===== config.mk =====
export PLATFORM = sky130hd
export DESIGN_NAME = sample_product_queue
export DESIGN_NICKNAME = d
export VERILOG_FILES = /design/src/rtl/sample_product_queue.sv
export SDC_FILE = /design/constraint.sdc
export NUM_CORES = 1
export LEC_CHECK = 0
export ABC_AREA = 1
export BUFFER_PORTS_ARGS = -buffer_cell sky130_fd_sc_hd__buf_2
export CAP_MARGIN = 10
export CORE_MARGIN = 2
export CORE_UTILIZATION = 60
export CTS_BUF_LIST = sky130_fd_sc_hd__clkbuf_2
export DETAILED_ROUTE_END_ITERATION = 16
export GPL_TIMING_DRIVEN = 0
export PLACE_DENSITY_LB_ADDON = 0.2
export SKIP_CTS_REPAIR_TIMING = 1
export SYNTH_ARGS = -nofsm -noshare
export SYNTH_HDL_FRONTEND = slang
export SYNTH_SLANG_ARGS = --single-unit

===== constraint.sdc =====
create_clock -name clk -period 10.7 [get_ports clk]
set_clock_uncertainty 0.2 [all_clocks]
set_input_delay 0.535 -clock clk [delete_from_list [all_inputs] [get_ports clk]]
set_output_delay 0.535 -clock clk [all_outputs]
set_load 0.05 [all_outputs]

===== src/rtl/sample_product_queue.sv =====
// Purpose: multiplies operand pairs with a shift-add multiplier and queues the products in a FWFT buffer.
// Latency: handshake at edge k, push at edge k+WIDTH+1; peak throughput one sample per WIDTH+2 cycles.
// Backpressure: in_ready is low from the handshake until the product is pushed; a full queue stalls the push.
// Ports:
//   clk, rst              clock, asynchronous active-high reset
//   in_valid/in_ready     operand handshake carrying param0 (multiplicand) and param1 (multiplier)
//   pop                   consumer removes the head entry (ignored while empty)
//   out_valid/out_data    head-of-queue product, first-word-fall-through
//   full/empty/level      queue occupancy status
//   sample_count          products pushed since reset, saturating
module sample_product_queue #(
  parameter int WIDTH = 8,
  parameter int DEPTH = 4,
  parameter int CNT_W = 16
) (
  input  logic                       clk,
  input  logic                       rst,
  input  logic                       in_valid,
  output logic                       in_ready,
  input  logic [WIDTH-1:0]           param0,
  input  logic [WIDTH-1:0]           param1,
  input  logic                       pop,
  output logic                       out_valid,
  output logic [2*WIDTH-1:0]         out_data,
  output logic                       full,
  output logic                       empty,
  output logic [$clog2(DEPTH+1)-1:0] level,
  output logic [CNT_W-1:0]           sample_count
);

  localparam int PW = 2 * WIDTH;
  localparam int AW = $clog2(DEPTH);
  localparam int LW = $clog2(DEPTH + 1);
  localparam int BW = $clog2(WIDTH + 1);

  localparam logic [BW-1:0] LAST_BIT = BW'(WIDTH - 1);
  localparam logic [BW-1:0] BIT_ONE  = BW'(1);
  localparam logic [AW-1:0] PTR_ONE  = AW'(1);
  localparam logic [LW-1:0] LVL_ONE  = LW'(1);
  localparam logic [LW-1:0] LVL_FULL = LW'(DEPTH);
  localparam logic [CNT_W-1:0] CNT_ONE = CNT_W'(1);

  typedef enum logic [1:0] {IDLE, MULT, PUSH} state_t;

  state_t           state;
  logic [PW-1:0]    mcand;    // multiplicand, pre-shifted by the current bit index
  logic [WIDTH-1:0] mplier;
  logic [PW-1:0]    acc;
  logic [BW-1:0]    bit_cnt;

  logic [PW-1:0]    mem [DEPTH];
  logic [AW-1:0]    wr_ptr;
  logic [AW-1:0]    rd_ptr;

  logic push_ok;
  logic pop_ok;

  // A full queue still accepts a push when the head leaves at the same edge.
  assign push_ok   = (state == PUSH) && (!full || pop);
  assign pop_ok    = pop && !empty;

  assign full      = (level == LVL_FULL);
  assign empty     = (level == '0);
  assign out_valid = !empty;
  assign out_data  = mem[rd_ptr];

  // Multiplier FSM. in_ready is registered so it is low throughout reset
  // and comes up one cycle after release.
  always_ff @(posedge clk or posedge rst) begin
    if (rst) begin
      state    <= IDLE;
      in_ready <= 1'b0;
      mcand    <= '0;
      mplier   <= '0;
      acc      <= '0;
      bit_cnt  <= '0;
    end else begin
      case (state)
        IDLE: begin
          in_ready <= 1'b1;
          if (in_valid && in_ready) begin
            mcand    <= {{WIDTH{1'b0}}, param0};
            mplier   <= param1;
            acc      <= '0;
            bit_cnt  <= '0;
            in_ready <= 1'b0;
            state    <= MULT;
          end
        end
        MULT: begin
          // Fixed WIDTH iterations, no early exit, so latency never varies.
          if (mplier[0]) begin
            acc <= acc + mcand;
          end
          mcand   <= mcand << 1;
          mplier  <= mplier >> 1;
          bit_cnt <= bit_cnt + BIT_ONE;
          if (bit_cnt == LAST_BIT) begin
            state <= PUSH;
          end
        end
        PUSH: begin
          if (push_ok) begin
            in_ready <= 1'b1;
            state    <= IDLE;
          end
        end
        default: begin
          state    <= IDLE;
          in_ready <= 1'b0;
        end
      endcase
    end
  end

  // Circular buffer; DEPTH is a power of two so pointers wrap naturally.
  always_ff @(posedge clk or posedge rst) begin
    if (rst) begin
      wr_ptr       <= '0;
      rd_ptr       <= '0;
      level        <= '0;
      sample_count <= '0;
      for (int i = 0; i < DEPTH; i++) begin
        mem[i] <= '0;
      end
    end else begin
      if (push_ok) begin
        mem[wr_ptr] <= acc;
        wr_ptr      <= wr_ptr + PTR_ONE;
        if (sample_count != '1) begin
          sample_count <= sample_count + CNT_ONE;
        end
      end
      if (pop_ok) begin
        rd_ptr <= rd_ptr + PTR_ONE;
      end
      case ({push_ok, pop_ok})
        2'b10:   level <= level + LVL_ONE;
        2'b01:   level <= level - LVL_ONE;
        default: level <= level;
      endcase
    end
  end

endmodule

# ---- Word-level counts from Yosys, hierarchy flattened
# Index checks and enable logic that the tools add are counted.
dict set report classes {
  n_addsub 7
  reduce_logical 16
  n_eq_ne 11
  order_cmp 3
  bitwise 3
  muxes 23
}
# operator n
set ops {}
lappend ops {{16-bit 2-to-1 mux} 6}
lappend ops {{64-bit bitwise mux} 1}
lappend ops {{16-bit case mux with 2 select lines} 2}
lappend ops {{16-bit binary-select mux with 2-bit select} 1}
lappend ops {{16-bit demux with 2-bit select} 1}
lappend ops {{16-bit by 1-bit adder with 16-bit output (second input constant)} 1}
lappend ops {{16-bit adder} 1}
lappend ops {{16-bit != test (second input constant)} 1}
lappend ops {{8-bit case mux with 2 select lines} 1}
lappend ops {{8-bit 2-to-1 mux} 1}
lappend ops {{2-bit != test (second input constant)} 4}
lappend ops {{4-bit case mux with 2 select lines} 1}
lappend ops {{3-bit greater-or-equal comparator (second input constant)} 2}
lappend ops {{2-bit 2-to-1 mux} 3}
lappend ops {{2-bit NOT with 3-bit output} 2}
lappend ops {{2-bit case mux with 3 select lines} 1}
lappend ops {{3-bit case mux with 2 select lines} 1}
lappend ops {{2-bit AND reduction} 3}
lappend ops {{3-bit AND reduction} 2}
lappend ops {{2-bit by 1-bit adder with 2-bit output (second input constant)} 2}
lappend ops {{4-bit by 1-bit adder with 4-bit output (second input constant)} 1}
lappend ops {{2-bit by 1-bit == test with 1-bit output (second input constant)} 2}
lappend ops {{2-bit == test (second input constant)} 2}
lappend ops {{4-bit by 3-bit == test with 1-bit output (second input constant)} 1}
lappend ops {{14 further kinds} 20}
dict set report totals {
  word_cells 77
  register_bits 134
}

# ---- Depth between registers and ports, before layout
dict set report logic_depth {
  depth_word 6
  mapped_depth 11
}

# ---- Worst setup path before layout
# Ideal clock, no wire load.
dict set report synth_path {
  path_kind {register to output}
  start {register level[1]}
  end {output port out_valid}
  t_arrival_ps 2528
  path_stages_with_launch 3
  required_time_ps 9965
  slack_ps 7437
  n_path_buf 0
  cell_sequence {dfrtp_1 > nor3_1 > inv_1}
}
dict set report synth_between {
  elab_chain_cells 2
}
# element line
set synth_lines {}
lappend synth_lines {{from (decl)} 27} ;# output logic [$clog2(DEPTH+1)-1:0] level,
lappend synth_lines {{from (signal assigned)} 138} ;# 2'b10: level <= level + LVL_ONE;
lappend synth_lines {{from (signal assigned)} 139} ;# 2'b01: level <= level - LVL_ONE;
lappend synth_lines {{from (signal assigned)} 140} ;# default: level <= level;
lappend synth_lines {{3-bit zero test} 63} ;# assign empty = (level == '0);
lappend synth_lines {{via empty} 26} ;# output logic empty,
lappend synth_lines {{1-bit zero test} 64} ;# assign out_valid = !empty;
lappend synth_lines {{to (decl)} 23} ;# output logic out_valid,
# The timed path passes the listed nets, and every way through them passes these cells.

# ---- Worst setup path after layout
dict set report layout_path {
  start {register rd_ptr[0]}
  end {output port out_data[5]}
}
dict set report layout_between {
  elab_chain_cells 4
}
# element line
set layout_lines {}
lappend layout_lines {{from (decl)} 53} ;# logic [AW-1:0] rd_ptr;
lappend layout_lines {{from (signal assigned)} 135} ;# rd_ptr <= rd_ptr + PTR_ONE;
lappend layout_lines {{2-bit NOT with 3-bit output (implied by the code)} 65} ;# assign out_data = mem[rd_ptr];
lappend layout_lines {{16-bit binary-select mux with 2-bit select} 65}
lappend layout_lines {{16-bit 2-to-1 mux (implied by the code) (2 in series)} 65}
lappend layout_lines {{to (decl)} 24} ;# output logic [2*WIDTH-1:0] out_data,
# Every way passes these cells. The select of a mux whose other input is x is not followed.

==> flow_summary.ini <==
[logic_synthesis]
synthTopCellsByArea = dfrtp_1 (48%), nand2_1 (12%), o21ai_0 (8.8%)
netlist_area_um2 = 6920
synth_cell_type_count = 35
synth_edf_count = 0
synth_top_area_frac = 0.484
ys_seq_elements = 134
ys.warnings.count = 0
synthCells = 861
synth_top_area_cell = dfrtp_1
ys_seq_area_frac = 0.484
synth_ff_type = dfrtp_1
syn_avg_cell_area_um2 = 8.04
synthArstFlopShare = 1.00
syn-num-nets = 905

[clock_tree]
h-tree-depth = 4
clock_tree.root_cell = clkbuf_2
cts_tree = yes
clk_latency_ns = 0.73
cts.path.max_buffers = 2
cts_sinks = 134
cts_buffers = 17
path_clk_slew_ns = 0.18

[routing]
final_antenna_net_count = 0
vias = 5974
drt-total-wl_um = 16400
wl_per_cell_um = 14.8
drt-pass1-iter-count = 5
drt_iter0_drc = 382
viasPerCell = 5.37
post-route-drc-count = 0

[sta]
max_slew_margin = 0.518
setup_viol = 0
worst_pin_slew_ns = 0.723
hold_slack_ns = 0.0360
max_freq_ghz = 0.298
fin_tns_setup_ns = 0
period_minus_slack_ns = 3.35
drv_slew = 0
min_period_over_period = 0.313
hold_viol_final = 0
rsz0062_at_grt = no

[global_routing]
grt_pass1_vias = 5547
grt_overflow = 0
antenna_found_initial = 0
grt_max_degree = 92
grt_pass1_wl_um = 27100
grt.total_usage = 0.275

[placed_design]
place_congestion = 0.874
port_buffers = 58
dp_hpwl_um = 11300
place_area_um2 = 7420

[setup_path]
start_kind = register
crit_type = register to primary output
required_ns = 9.97
crit_path_max_fanout = 10
crit_arrival_ns = 2.62
cp-end-kind = primary output

[run]
maxCapViolCount = 0

[power_and_ir_drop]
p_sw_frac = 0.515
pwr-share-comb = 0.546
power.internal_mw = 1.18
p_clk_frac = 0.105
switchingPower_mw = 1.25
power_density_nw_per_um2 = 312
p_leak_nw = 3.93
p_seq_frac = 0.348
peakVddDrop_mv = 0.207

[finish]
final_layout_size_suffix_gt1_frac = 0.134
finalInstanceArea_um2 = 7770
n_antenna_cell = 0
num-fill-cells = 968
area_delta_synth_final_pct = 12.3
nets = 1001

[floorplanning]
initial_utilization = 0.611
io_pins = 59
die_w_um = 111
core_um2 = 11300
die_h_um = 111
dieArea_um2 = 12400
rows = 39

[worst_hold_path]
hold_path.class = input pin to register

[status]
outcome = finished clean
## through the flow
| step | util | worst slack (ns) | total power [mW] | cells |
|---|---|---|---|---|
| floorplan | - | 6.38 | 1.84 | 861 |
| global placement | 0.653 | 4.87 | 2.14 | 1062 |
| detailed placement | 0.656 | 8.18 | 2.17 | 1063 |
| CTS | 0.671 | 7.36 | 2.42 | 1094 |
| global route | 0.687 | 7.25 | 2.63 | 1112 |
| finish | 0.687 | 7.35 | 2.43 | 1112 |
## state kept, by name, summed over array words and instances, names as in the netlist
signal / count
mcand: 16
rd_ptr: 2
state: 2
acc: 16
mplier: 8
level: 3
sample_count: 16
in_ready: 1
bit_cnt: 4
wr_ptr: 2
mem: 64
## final timing paths
path | start | end | slack (ns) | depth (start not counted)
min in group asynchronous | rst | mem[2] | 0.14 | 3
max in group asynchronous | rst | mem[6] | 9.35 | 4
worst min register to register | bit_cnt[3] | bit_cnt[3] | 0.27 | 1
worst max-delay path | rd_ptr[0] | out_data[5] | 7.35 | 5
worst max register to register | level[1] | level[2] | 8.44 | 9
worst min-delay path | pop | in_ready | 0.04 | 5
## area by class of cell
cell class	count	area, um^2	share of cell area
Sequential cell	134	3350	0.431
Multi-Input combinational cell	586	2990	0.385
Timing Repair Buffer	77	498	0.0640
Inverter	110	420	0.0541
Tap cell	143	179	0.0230
Buffer	31	160	0.0206
Clock buffer	22	110	0.0142
Clock inverter	9	61.3	0.00789
## kinds of logic after synthesis
family                   Yosys count  share of synthesized area
XOR/XNOR                          18                     0.0228
AND/OR/NAND/NOR                  354                      0.216
flip-flops                       134                      0.484
adder cells (fa/ha/maj)           24                     0.0456
buffers and inverters            141                     0.0832
AO/OA/AOI/OAI                    190                      0.148
## per-layer routing
layer / routed length (um) / vias up / part of all wire / global-route usage
met5: 0 / - / 0 / 0
met4: 268 / 0 / 0.016 / 0.103
met3: 779 / 24 / 0.047 / 0.0610
met2: 7660 / 150 / 0.47 / 0.414
met1: 7730 / 2812 / 0.47 / 0.397
li1: - / 2988 / - / -
## synth_stat cells (7+ instances only)
cell	n
nand2_1	225
dfrtp_1	134
o21ai_0	122
inv_1	104
nor2_1	60
nand3_1	34
o22ai_1	25
ha_1	22
buf_2	17
o21ai_1	16
o211ai_1	14
a21oi_1	11
xor2_1	11
clkbuf_1	9
nor3_1	9
nand2_2	8
xnor2_1	7
## cell usage in the layout, fill, tap and decap left out, types with 2 or more instances in the layout
master	synthesis	layout
fa_1	2	2
nand3_1	34	34
xnor2_1	7	7
buf_2	17	75
o211ai_1	14	14
a21oi_1	11	11
or2_2	3	3
dlygate4sd3_1	0	18
clkinv_1	0	7
nand4_1	3	3
clkbuf_1	9	9
o21ai_0	122	122
inv_1	104	103
inv_2	5	5
nor2_1	60	60
buf_6	2	2
dfrtp_1	134	134
o22ai_1	25	25
clkbuf_2	0	22
nor3_1	9	9
xor2_1	11	11
nand2_2	8	8
o21ai_1	16	16
ha_1	22	22
nor2_2	2	2
nand2_1	225	225
nor3_4	3	3
nand3b_1	2	2
buf_4	2	2
## power groups by stage
stage | Combinational (mW) | Clock [mW] | Sequential, mW
after floorplan | 0.937 | 0 | 0.901
after global placement | 1.29 | 0 | 0.846
after detailed placement | 1.31 | 0 | 0.853
after CTS | 1.32 | 0.258 | 0.842
after global routing | 1.48 | 0.282 | 0.869
final | 1.33 | 0.256 | 0.846
## critical path, stage by stage (launching register included)
cell and delay (ns):
dfrtp_1 0.50, inv_1 0.24, buf_1 0.50, nor2_1 0.08, o22ai_1 0.26, buf_2 0.31
Note: power is estimated with default switching activity, not from simulation.
